==> config.mk <==
export PLATFORM = sky130hd
export DESIGN_NAME = song_reader_flat
export DESIGN_NICKNAME = d
export VERILOG_FILES = /design/src/rtl/song_reader_if.sv /design/src/rtl/song_reader.sv /design/src/flat_wrapper.sv
export SDC_FILE = /design/constraint.sdc
export NUM_CORES = 1
export LEC_CHECK = 0
export CELL_PAD_IN_SITES_DETAIL_PLACEMENT = 0
export CELL_PAD_IN_SITES_GLOBAL_PLACEMENT = 2
export CORE_ASPECT_RATIO = 1.1
export CORE_MARGIN = 1.5
export CORE_UTILIZATION = 28
export CTS_CLUSTER_SIZE = 40
export DETAILED_ROUTE_END_ITERATION = 8
export PLACE_DENSITY_LB_ADDON = 0.1
export SKIP_LAST_GASP = 1
export SYNTH_ARGS = -nofsm -noshare
export SYNTH_HDL_FRONTEND = slang
export SYNTH_SLANG_ARGS = --single-unit
==> constraint.sdc <==
create_clock -name clk -period 2 [get_ports clk]
set_input_delay 0.4 -clock clk [delete_from_list [all_inputs] [get_ports clk]]
set_output_delay 0.4 -clock clk [all_outputs]
set_load 0.02 [all_outputs]
==> src/rtl/song_reader_if.sv <==
// Control and ROM bus between the song reader and its environment (player, song ROM).
// master = environment side, slave = song_reader side.
interface song_reader_if #(
  parameter int NOTES_PER_SONG = 32,
  parameter int SONG_BITS      = 2
);
  localparam int IDX = $clog2(NOTES_PER_SONG);

  logic                     play;
  logic [SONG_BITS-1:0]     song;
  logic                     note_done;
  logic [SONG_BITS+IDX-1:0] rom_addr;
  logic [11:0]              rom_data;
  logic [5:0]               note;
  logic [5:0]               duration;
  logic                     new_note;
  logic                     song_done;

  modport master (
    output play, song, note_done, rom_data,
    input  rom_addr, note, duration, new_note, song_done
  );

  modport slave (
    input  play, song, note_done, rom_data,
    output rom_addr, note, duration, new_note, song_done
  );
endinterface

==> src/rtl/song_reader.sv <==
// Walks a song ROM one entry at a time, handing each (note, duration) to the note
// player and waiting for it to finish; a zero duration or the last slot ends the song.
module song_reader #(
  parameter int NOTES_PER_SONG = 32,  // must be a power of two and match the bus instance
  parameter int SONG_BITS      = 2
) (
  input  logic         clk,
  input  logic         reset,
  song_reader_if.slave bus
);
  localparam int IDX = $clog2(NOTES_PER_SONG);
  localparam logic [IDX-1:0] LAST_INDEX = IDX'(NOTES_PER_SONG - 1);

  typedef enum logic [2:0] {IDLE, FETCH, WAIT, ISSUE, PLAYING, END} state_t;

  state_t                   state;
  logic [SONG_BITS-1:0]     song_q;
  logic [IDX-1:0]           note_index;
  logic [SONG_BITS+IDX-1:0] rom_addr_q;
  logic [5:0]               note_q;
  logic [5:0]               duration_q;
  logic                     new_note_q;
  logic                     song_done_q;

  logic [5:0]     rom_note;
  logic [5:0]     rom_duration;
  logic [IDX-1:0] next_index;
  logic           start_song;

  assign rom_note     = bus.rom_data[11:6];
  assign rom_duration = bus.rom_data[5:0];
  assign next_index   = note_index + IDX'(1);

  // Play from IDLE, or a song switch while active, both restart at entry 0 of bus.song.
  assign start_song = bus.play &&
                      ((state == IDLE) || ((state != END) && (bus.song != song_q)));

  always_ff @(posedge clk or negedge reset) begin
    if (!reset) begin
      state       <= IDLE;
      song_q      <= '0;
      note_index  <= '0;
      rom_addr_q  <= '0;
      note_q      <= '0;
      duration_q  <= '0;
      new_note_q  <= 1'b0;
      song_done_q <= 1'b0;
    end else begin
      // NOTE: non-blocking defaults make both strobes one-cycle pulses unless a branch re-arms them.
      new_note_q  <= 1'b0;
      song_done_q <= 1'b0;

      if (start_song) begin
        song_q     <= bus.song;
        note_index <= '0;
        rom_addr_q <= {bus.song, {IDX{1'b0}}};
        state      <= FETCH;
      end else begin
        case (state)
          IDLE: ;

          FETCH:
            if (bus.play) state <= WAIT;

          // ROM output is only trusted one full cycle after the address; a freeze
          // here sends us back through FETCH so the word is re-read on resume.
          WAIT:
            if (!bus.play) begin
              state <= FETCH;
            end else if (rom_duration == 6'd0) begin
              song_done_q <= 1'b1;
              state       <= END;
            end else begin
              note_q     <= rom_note;
              duration_q <= rom_duration;
              new_note_q <= 1'b1;
              state      <= ISSUE;
            end

          // A freeze here drops the strobe; on resume it is re-issued once before PLAYING.
          ISSUE:
            if (bus.play) begin
              if (new_note_q) state <= PLAYING;
              else            new_note_q <= 1'b1;
            end

          // The note player may finish while we are frozen, so note_done is not gated by play.
          PLAYING:
            if (bus.note_done) begin
              if (note_index == LAST_INDEX) begin
                song_done_q <= 1'b1;
                state       <= END;
              end else begin
                note_index <= next_index;
                rom_addr_q <= {song_q, next_index};
                state      <= FETCH;
              end
            end

          END: begin
            note_index <= '0;
            state      <= IDLE;
          end

          default: state <= IDLE;
        endcase
      end
    end
  end

  assign bus.rom_addr  = rom_addr_q;
  assign bus.note      = note_q;
  assign bus.duration  = duration_q;
  assign bus.new_note  = new_note_q;
  assign bus.song_done = song_done_q;

endmodule

==> src/flat_wrapper.sv <==
// flat-port wrapper written by rule: the top's interface ports become plain ports
module song_reader_flat 
#(
  parameter int NOTES_PER_SONG = 32,                                                      
  parameter int SONG_BITS      = 2
)
  (clk, reset, bus_play, bus_song, bus_note_done, bus_rom_data, bus_rom_addr, bus_note, bus_duration, bus_new_note, bus_song_done);
  song_reader_if #(.NOTES_PER_SONG(NOTES_PER_SONG), .SONG_BITS(SONG_BITS)) bus_i ();
  input  logic clk;
  input  logic reset;
  input wire logic [$bits(bus_i.play)-1:0] bus_play;
  input wire logic [$bits(bus_i.song)-1:0] bus_song;
  input wire logic [$bits(bus_i.note_done)-1:0] bus_note_done;
  input wire logic [$bits(bus_i.rom_data)-1:0] bus_rom_data;
  output wire logic [$bits(bus_i.rom_addr)-1:0] bus_rom_addr;
  output wire logic [$bits(bus_i.note)-1:0] bus_note;
  output wire logic [$bits(bus_i.duration)-1:0] bus_duration;
  output wire logic [$bits(bus_i.new_note)-1:0] bus_new_note;
  output wire logic [$bits(bus_i.song_done)-1:0] bus_song_done;
  assign bus_i.play = bus_play;
  assign bus_i.song = bus_song;
  assign bus_i.note_done = bus_note_done;
  assign bus_i.rom_data = bus_rom_data;
  assign bus_rom_addr = bus_i.rom_addr;
  assign bus_note = bus_i.note;
  assign bus_duration = bus_i.duration;
  assign bus_new_note = bus_i.new_note;
  assign bus_song_done = bus_i.song_done;
  song_reader #(.NOTES_PER_SONG(NOTES_PER_SONG), .SONG_BITS(SONG_BITS)) u_core (.clk(clk), .reset(reset), .bus(bus_i));
endmodule
* Yosys cells after proc, flatten, opt, wreduce, memory -nomap -nowiden
Cells that the tools add are included.
Cells by class: mux-type cells 29, equal/unequal tests 15, $add $sub $neg 1, reduce and logical (&&, ||, !) cells 12, bitwise gates (word level) 2
Operator list (number):
- two-way mux 7 bit | 4
- two-way mux 3 bit | 8
- two-way mux 5 bit | 3
- one-hot mux 3 bit (5 select lines) | 1
- inequality test 3 x 2 -> 1 bit, second input constant | 4
- two-way mux 1 bit | 10
- one-hot mux 5 bit (2 select lines) | 1
- == test 3 x 2 -> 1 bit, second input constant | 2
- == test 3 bit, second input constant | 2
- logical NOT 6 bit | 1
- AND reduction 3 bit | 2
- adder 5 x 1 -> 5 bit, second input constant | 1
- == test 5 bit, second input constant | 1
- AND reduction 5 bit | 1
- inequality test 2 x 1 -> 1 bit, second input constant | 2
- one-hot mux 1 bit (2 select lines) | 2
- AND reduction 4 bit | 1
- nonzero test 2 bit | 2
- == test 3 x 1 -> 1 bit, second input constant | 1
- logical NOT 3 bit | 1
- inequality test 3 x 1 -> 1 bit, second input constant | 1
- inequality test 3 bit, second input constant | 1
- nonzero test 3 bit | 1
- logical AND 1 bit | 2
- other kinds (3) | 4
Storage, ports and cells: register bits 31, input port bits 18, logic and storage cells 67, output and inout port bits 21

* Longest topological paths before layout
depth after elaboration 6, depth in mapped cells 8, depth with buffers taken out 8

* Least setup slack after synthesis
OpenSTA, ideal clock, no wires.
kind flip-flop to flip-flop, from register u_core.note_index[0], to register u_core.rom_addr_q[1] (netlist: u_core.bus.rom_addr[1]), data required time 1869 ps, stages on the path, launching flop included 8, clock period less this slack 1854 ps, library setup time 131 ps, buffers on the path 1, arrival 1723 ps, setup slack 146 ps, cells stage by stage dfrtp_1 ha_1 and3_1 ha_1 nor2_2 buf_2 mux2i_1 nor2_1
On the way: longest elaborated chain between the ends 5, elaborated cells between the ends (all ways) 8, those cells by class add/sub (1); eq/ne (2); mux (4); reduce/logical (1)
Ends and longest elaborated chain:
- start, declared | RTL line song_reader.sv:18 | logic [IDX-1:0] note_index;
- start signal, assigned | RTL line song_reader.sv:94 | note_index <= next_index;
- adder 5 x 1 -> 5 bit | RTL line song_reader.sv:32 | assign next_index = note_index + IDX'(1);
- two-way mux 7 bit | RTL line song_reader.sv:90 | if (note_index == LAST_INDEX) begin
- two-way mux 7 bit | RTL line song_reader.sv:89 | if (bus.note_done) begin
- two-way mux 7 bit | RTL line song_reader.sv:59 | case (state)
- two-way mux 7 bit | RTL line song_reader.sv:53 | if (start_song) begin
- end signal, assigned | RTL line song_reader.sv:56 | rom_addr_q <= {bus.song, {IDX{1'b0}}};
- end signal, assigned | RTL line song_reader.sv:95 | rom_addr_q <= {song_q, next_index};
- end, declared | RTL line song_reader.sv:19 | logic [SONG_BITS+IDX-1:0] rom_addr_q;
Several ways; a longest one is shown, not always the timed one. The select of a mux whose other input is x is not followed. A chain may end at the register's enable or synchronous reset.

* Worst setup path in the final report
from input port bus_song[0], to register u_core.note_q[1] (netlist: u_core.bus.note[1])
On the way: longest elaborated chain between the ends 6
Ends and longest elaborated chain:
- start, declared | RTL line flat_wrapper.sv:12 | input wire logic [$bits(bus_i.song)-1:0] bus_song;
- inequality test 2 bit | RTL line song_reader.sv:36 | ((state == IDLE) || ((state != END) && (bus.song != song_q)));
- logical AND 1 bit | RTL line song_reader.sv:36
- logical OR 1 bit | RTL line song_reader.sv:36
- logical AND 1 bit | RTL line song_reader.sv:35 | assign start_song = bus.play &&
- NOT 1 bit (no source line)
- AND reduction 4 bit (no source line)
- end signal, assigned | RTL line song_reader.sv:74 | note_q <= rom_note;
- end, declared | RTL line song_reader.sv:20 | logic [5:0] note_q;
Every way passes these cells.

==> impl_metrics.yaml <==
global_route:
  grt_pass1_wl_um: 6240
  grt_antenna_before_repair: 0
  grt.met2_usage: 0.237
  number_of_global_route_vias_before_repair: 1256
  grt_most_used_layer: "met2"
  gr-usage-met1: 0.161
  groute.layer.met3.usage: 0.0409
  grt_overflow_total: 0
  pin_count_of_the_biggest_net_entering_global_routing: 32
  global_router_s_overall_resource_usage: 0.138
synth:
  seq_area_frac_synth: 0.503
  total_of_flip_flops_plus_latches_after_synthesis: 31
  synth-edff-count: 0
  postSynth.asyncResetShare: 1.00
  avgSynthCellArea_um2: 11.5
  synth-main-ff-cell: "sky130_fd_sc_hd__dfrtp_1"
  synth_largest_area_cell: "sky130_fd_sc_hd__dfrtp_1"
  ys.warnings.count: 0
  synthDistinctLibCells: 38
  synthCells: 134
  synthTopCellsByArea: "sky130_fd_sc_hd__dfrtp_1 (50%), sky130_fd_sc_hd__mux2_4 (9.7%), sky130_fd_sc_hd__mux2i_1 (3.9%)"
  syn-num-nets: 154
  synthesized_area_um2: 1540
  share_of_the_synthesized_area_in_the_top_cell_type: 0.503
  library_cell_with_the_highest_instance_count_after_synthesis: "sky130_fd_sc_hd__dfrtp_1"
  synth.top_cells.by_count: "sky130_fd_sc_hd__dfrtp_1 (31), sky130_fd_sc_hd__nand2_1 (13), sky130_fd_sc_hd__mux2_4 (10), sky130_fd_sc_hd__nor2_1 (10)"
worst_setup_path:
  ff2ff_setup_slack_ns: 0.16
  ff_to_ff_start: "u_core.note_index[1]"
  reg2regPathDepth: 8
  required_ns: 2.17
  worstSetupStartpointType: "primary input"
  crit_chain: "clkdlybuf4s50_1 > xnor2_2 > nand2_2 > or4b_4 > mux2_4"
  crit_buf_inv: 1
  startpoint: "bus_song[0]"
  crit_path_max_incr_delay_ns: 0.59
  cp.depth: 5
  crit_path_end_kind: "register"
  crit_family: "simple AND/OR/NAND/NOR gates"
  crit_type: "primary input to register"
  worst_r2r_endpoint: "u_core.note_index[4]"
  worst_setup_path_endpoint: "u_core.bus.note[1]"
  worstPathArrival_ns: 2.12
  cpMaxStageDelayCell: "sky130_fd_sc_hd__or4b_4"
  crit_path_max_fanout: 6
floorplan:
  row_count: 28
  floorplan.die.width_um: 73.7
  die-area_um2: 5960
  boundaryPins: 39
  floorplan.initialDensity: 0.288
  coreArea_um2: 5360
  die_height_um: 80.8
cells_and_area:
  diodes: 0
  syn_to_final_growth_pct: 46.4
  drive_gt1_frac: 0.256
  stdcell_count: 270
  nets: 214
  fillCellCount: 534
drt:
  routedWlPerCell_um: 14.7
  route.vias.total: 1266
  drt_first_pass_iters: 4
  drt_iter0_drc: 49
  drc_errors: 0
  route.detailed.vias_per_inst: 4.69
  ant_nets: 0
  drt_wl_total_um: 3960
place:
  place_inst: 261
  routabilityCongestion: 0.748
  numPortBuffers: 38
  dp.final_hpwl_um: 2640
cts:
  clock_insertion_delay_worst_skew_ns: 0.28
  tritoncts: "built"
  total_number_of_h_tree_levels: 2
  clk_pin_slew_worst_paths_ns: 0.07
  cts.repair_timing.setup_buffer_count: 0
  numCtsBuffers: 5
  clk_path_buf_depth: 2
  cts.sinks: 31
  clock_root_cell: "sky130_fd_sc_hd__clkbuf_8"
sta:
  rsz0062_at_grt: "false"
  worst_pin_slew_ns: 0.464
  fin_worst_skew_ns: 0.00599
  setup_total_negative_slack_ns: 0
  finalHoldViolCount: 0
  timing.fmax_ghz: 0.513
  rel_slew_slack: 0.691
  finalSetupViolations: 0
  post_route_minimum_period_ns: 1.95
  final.hold.worst_slack_ns: 0.508
  slew_violations: 0
  post-route-period-util: 0.975
power:
  totalPowerFinal_mw: 2.35
  vdd_ir_drop_max_mv: 0.528
  power.density_cell_area_nw_per_um2: 1040
  total_leakage_power_nw: 0.982
min_path:
  hp-class: "register to register"
  min_delay_path_depth: 1
run:
  cap_viol_max_count: 0
run_status:
  status: "complete, no violations"
==> report_power, final <==
| part | switching, mW | leakage, nW | internal [mW] |
|---|---|---|---|
| logic | 0.484 | 0.527 | 0.502 |
| registers | 0.106 | 0.414 | 0.760 |
| clock network | 0.253 | 0.0402 | 0.242 |
==> what timing repair did <==
| action | in CTS | in global routing |
|---|---|---|
| resized for setup | 0 | 3 |
| setup endpoints to repair | 11 | 13 |
| pin swaps | 1 | 1 |
| gates cloned | 0 | 1 |
| hold buffers | 0 | 0 |
==> how the worst min path moves through the flow <==
stage                                 startpoint                     end  slack, ns
after floorplan                            reset  u_core.bus.duration[0]       0.10
after global placement      u_core.note_index[4]    u_core.note_index[4]       0.49
after detailed placement      u_core.bus.note[2]      u_core.bus.note[2]       0.49
after CTS                     u_core.bus.note[2]      u_core.bus.note[2]       0.51
after global routing      u_core.bus.duration[2]  u_core.bus.duration[2]       0.53
final                     u_core.bus.duration[2]  u_core.bus.duration[2]       0.51
==> registers in the layout, summed over array words and instances, names as in the netlist <==
| signal | cells |
|---|---|
| u_core.bus.note | 6 |
| u_core.bus.song_done | 1 |
| u_core.song_q | 2 |
| u_core.bus.rom_addr | 7 |
| u_core.bus.new_note | 1 |
| u_core.state | 3 |
| u_core.bus.duration | 6 |
| u_core.note_index | 5 |
==> layout by cell type, fill, tap and decap left out, types with 3 or more instances in the layout <==
cell type,n
sky130_fd_sc_hd__clkdlybuf4s50_1,38
sky130_fd_sc_hd__dfrtp_1,31
sky130_fd_sc_hd__buf_4,20
sky130_fd_sc_hd__nand2_1,13
sky130_fd_sc_hd__nor2_1,10
sky130_fd_sc_hd__mux2_4,10
sky130_fd_sc_hd__mux2i_1,6
sky130_fd_sc_hd__o21ai_0,6
sky130_fd_sc_hd__a21oi_1,5
sky130_fd_sc_hd__clkbuf_8,5
sky130_fd_sc_hd__nor2b_1,4
sky130_fd_sc_hd__a211oi_1,4
sky130_fd_sc_hd__o211ai_1,3
sky130_fd_sc_hd__a32o_1,3
sky130_fd_sc_hd__a31oi_1,3
==> kinds of logic (layout without fill, tap and decap cells) <==
| logic type | Yosys count | after routing | synth area share |
|---|---|---|---|
| flops | 31 | 31 | 0.503 |
| simple gates | 42 | 43 | 0.144 |
| xor+xnor | 4 | 4 | 0.0325 |
| compound gates | 28 | 28 | 0.123 |
| buf+inv | 9 | 69 | 0.0308 |
| fa+ha+maj | 2 | 2 | 0.0162 |
| mux | 18 | 18 | 0.151 |
==> layer usage <==
layer  up-vias  part of all wire
li1        606                 -
met1       622              0.45
met2        33              0.49
met3         5             0.048
met4         0             0.015
met5         -                 0
==> layout make-up <==
type | instances | area, µm² | area share
clock buffers | 5 | 68.8 | 0.0305
clock inverters | 3 | 20.0 | 0.00887
inverters | 2 | 7.51 | 0.00333
multi-input cells | 95 | 741 | 0.328
flip-flops and latches | 31 | 776 | 0.344
well taps | 75 | 93.8 | 0.0416
repair buffers | 59 | 551 | 0.244
==> metrics by stage <==
step | cell area, µm² | worst slack (ns) | utilization
floorplan | 1540 | 0.146 | -
global placement | 2150 | -0.285 | 0.400
detailed placement | 2150 | -0.316 | 0.400
CTS | 2230 | 0.0206 | 0.417
global route | 2260 | 0.0139 | 0.421
finish | 2260 | 0.0509 | 0.421
No activity file was read; power rests on OpenSTA's default activity.
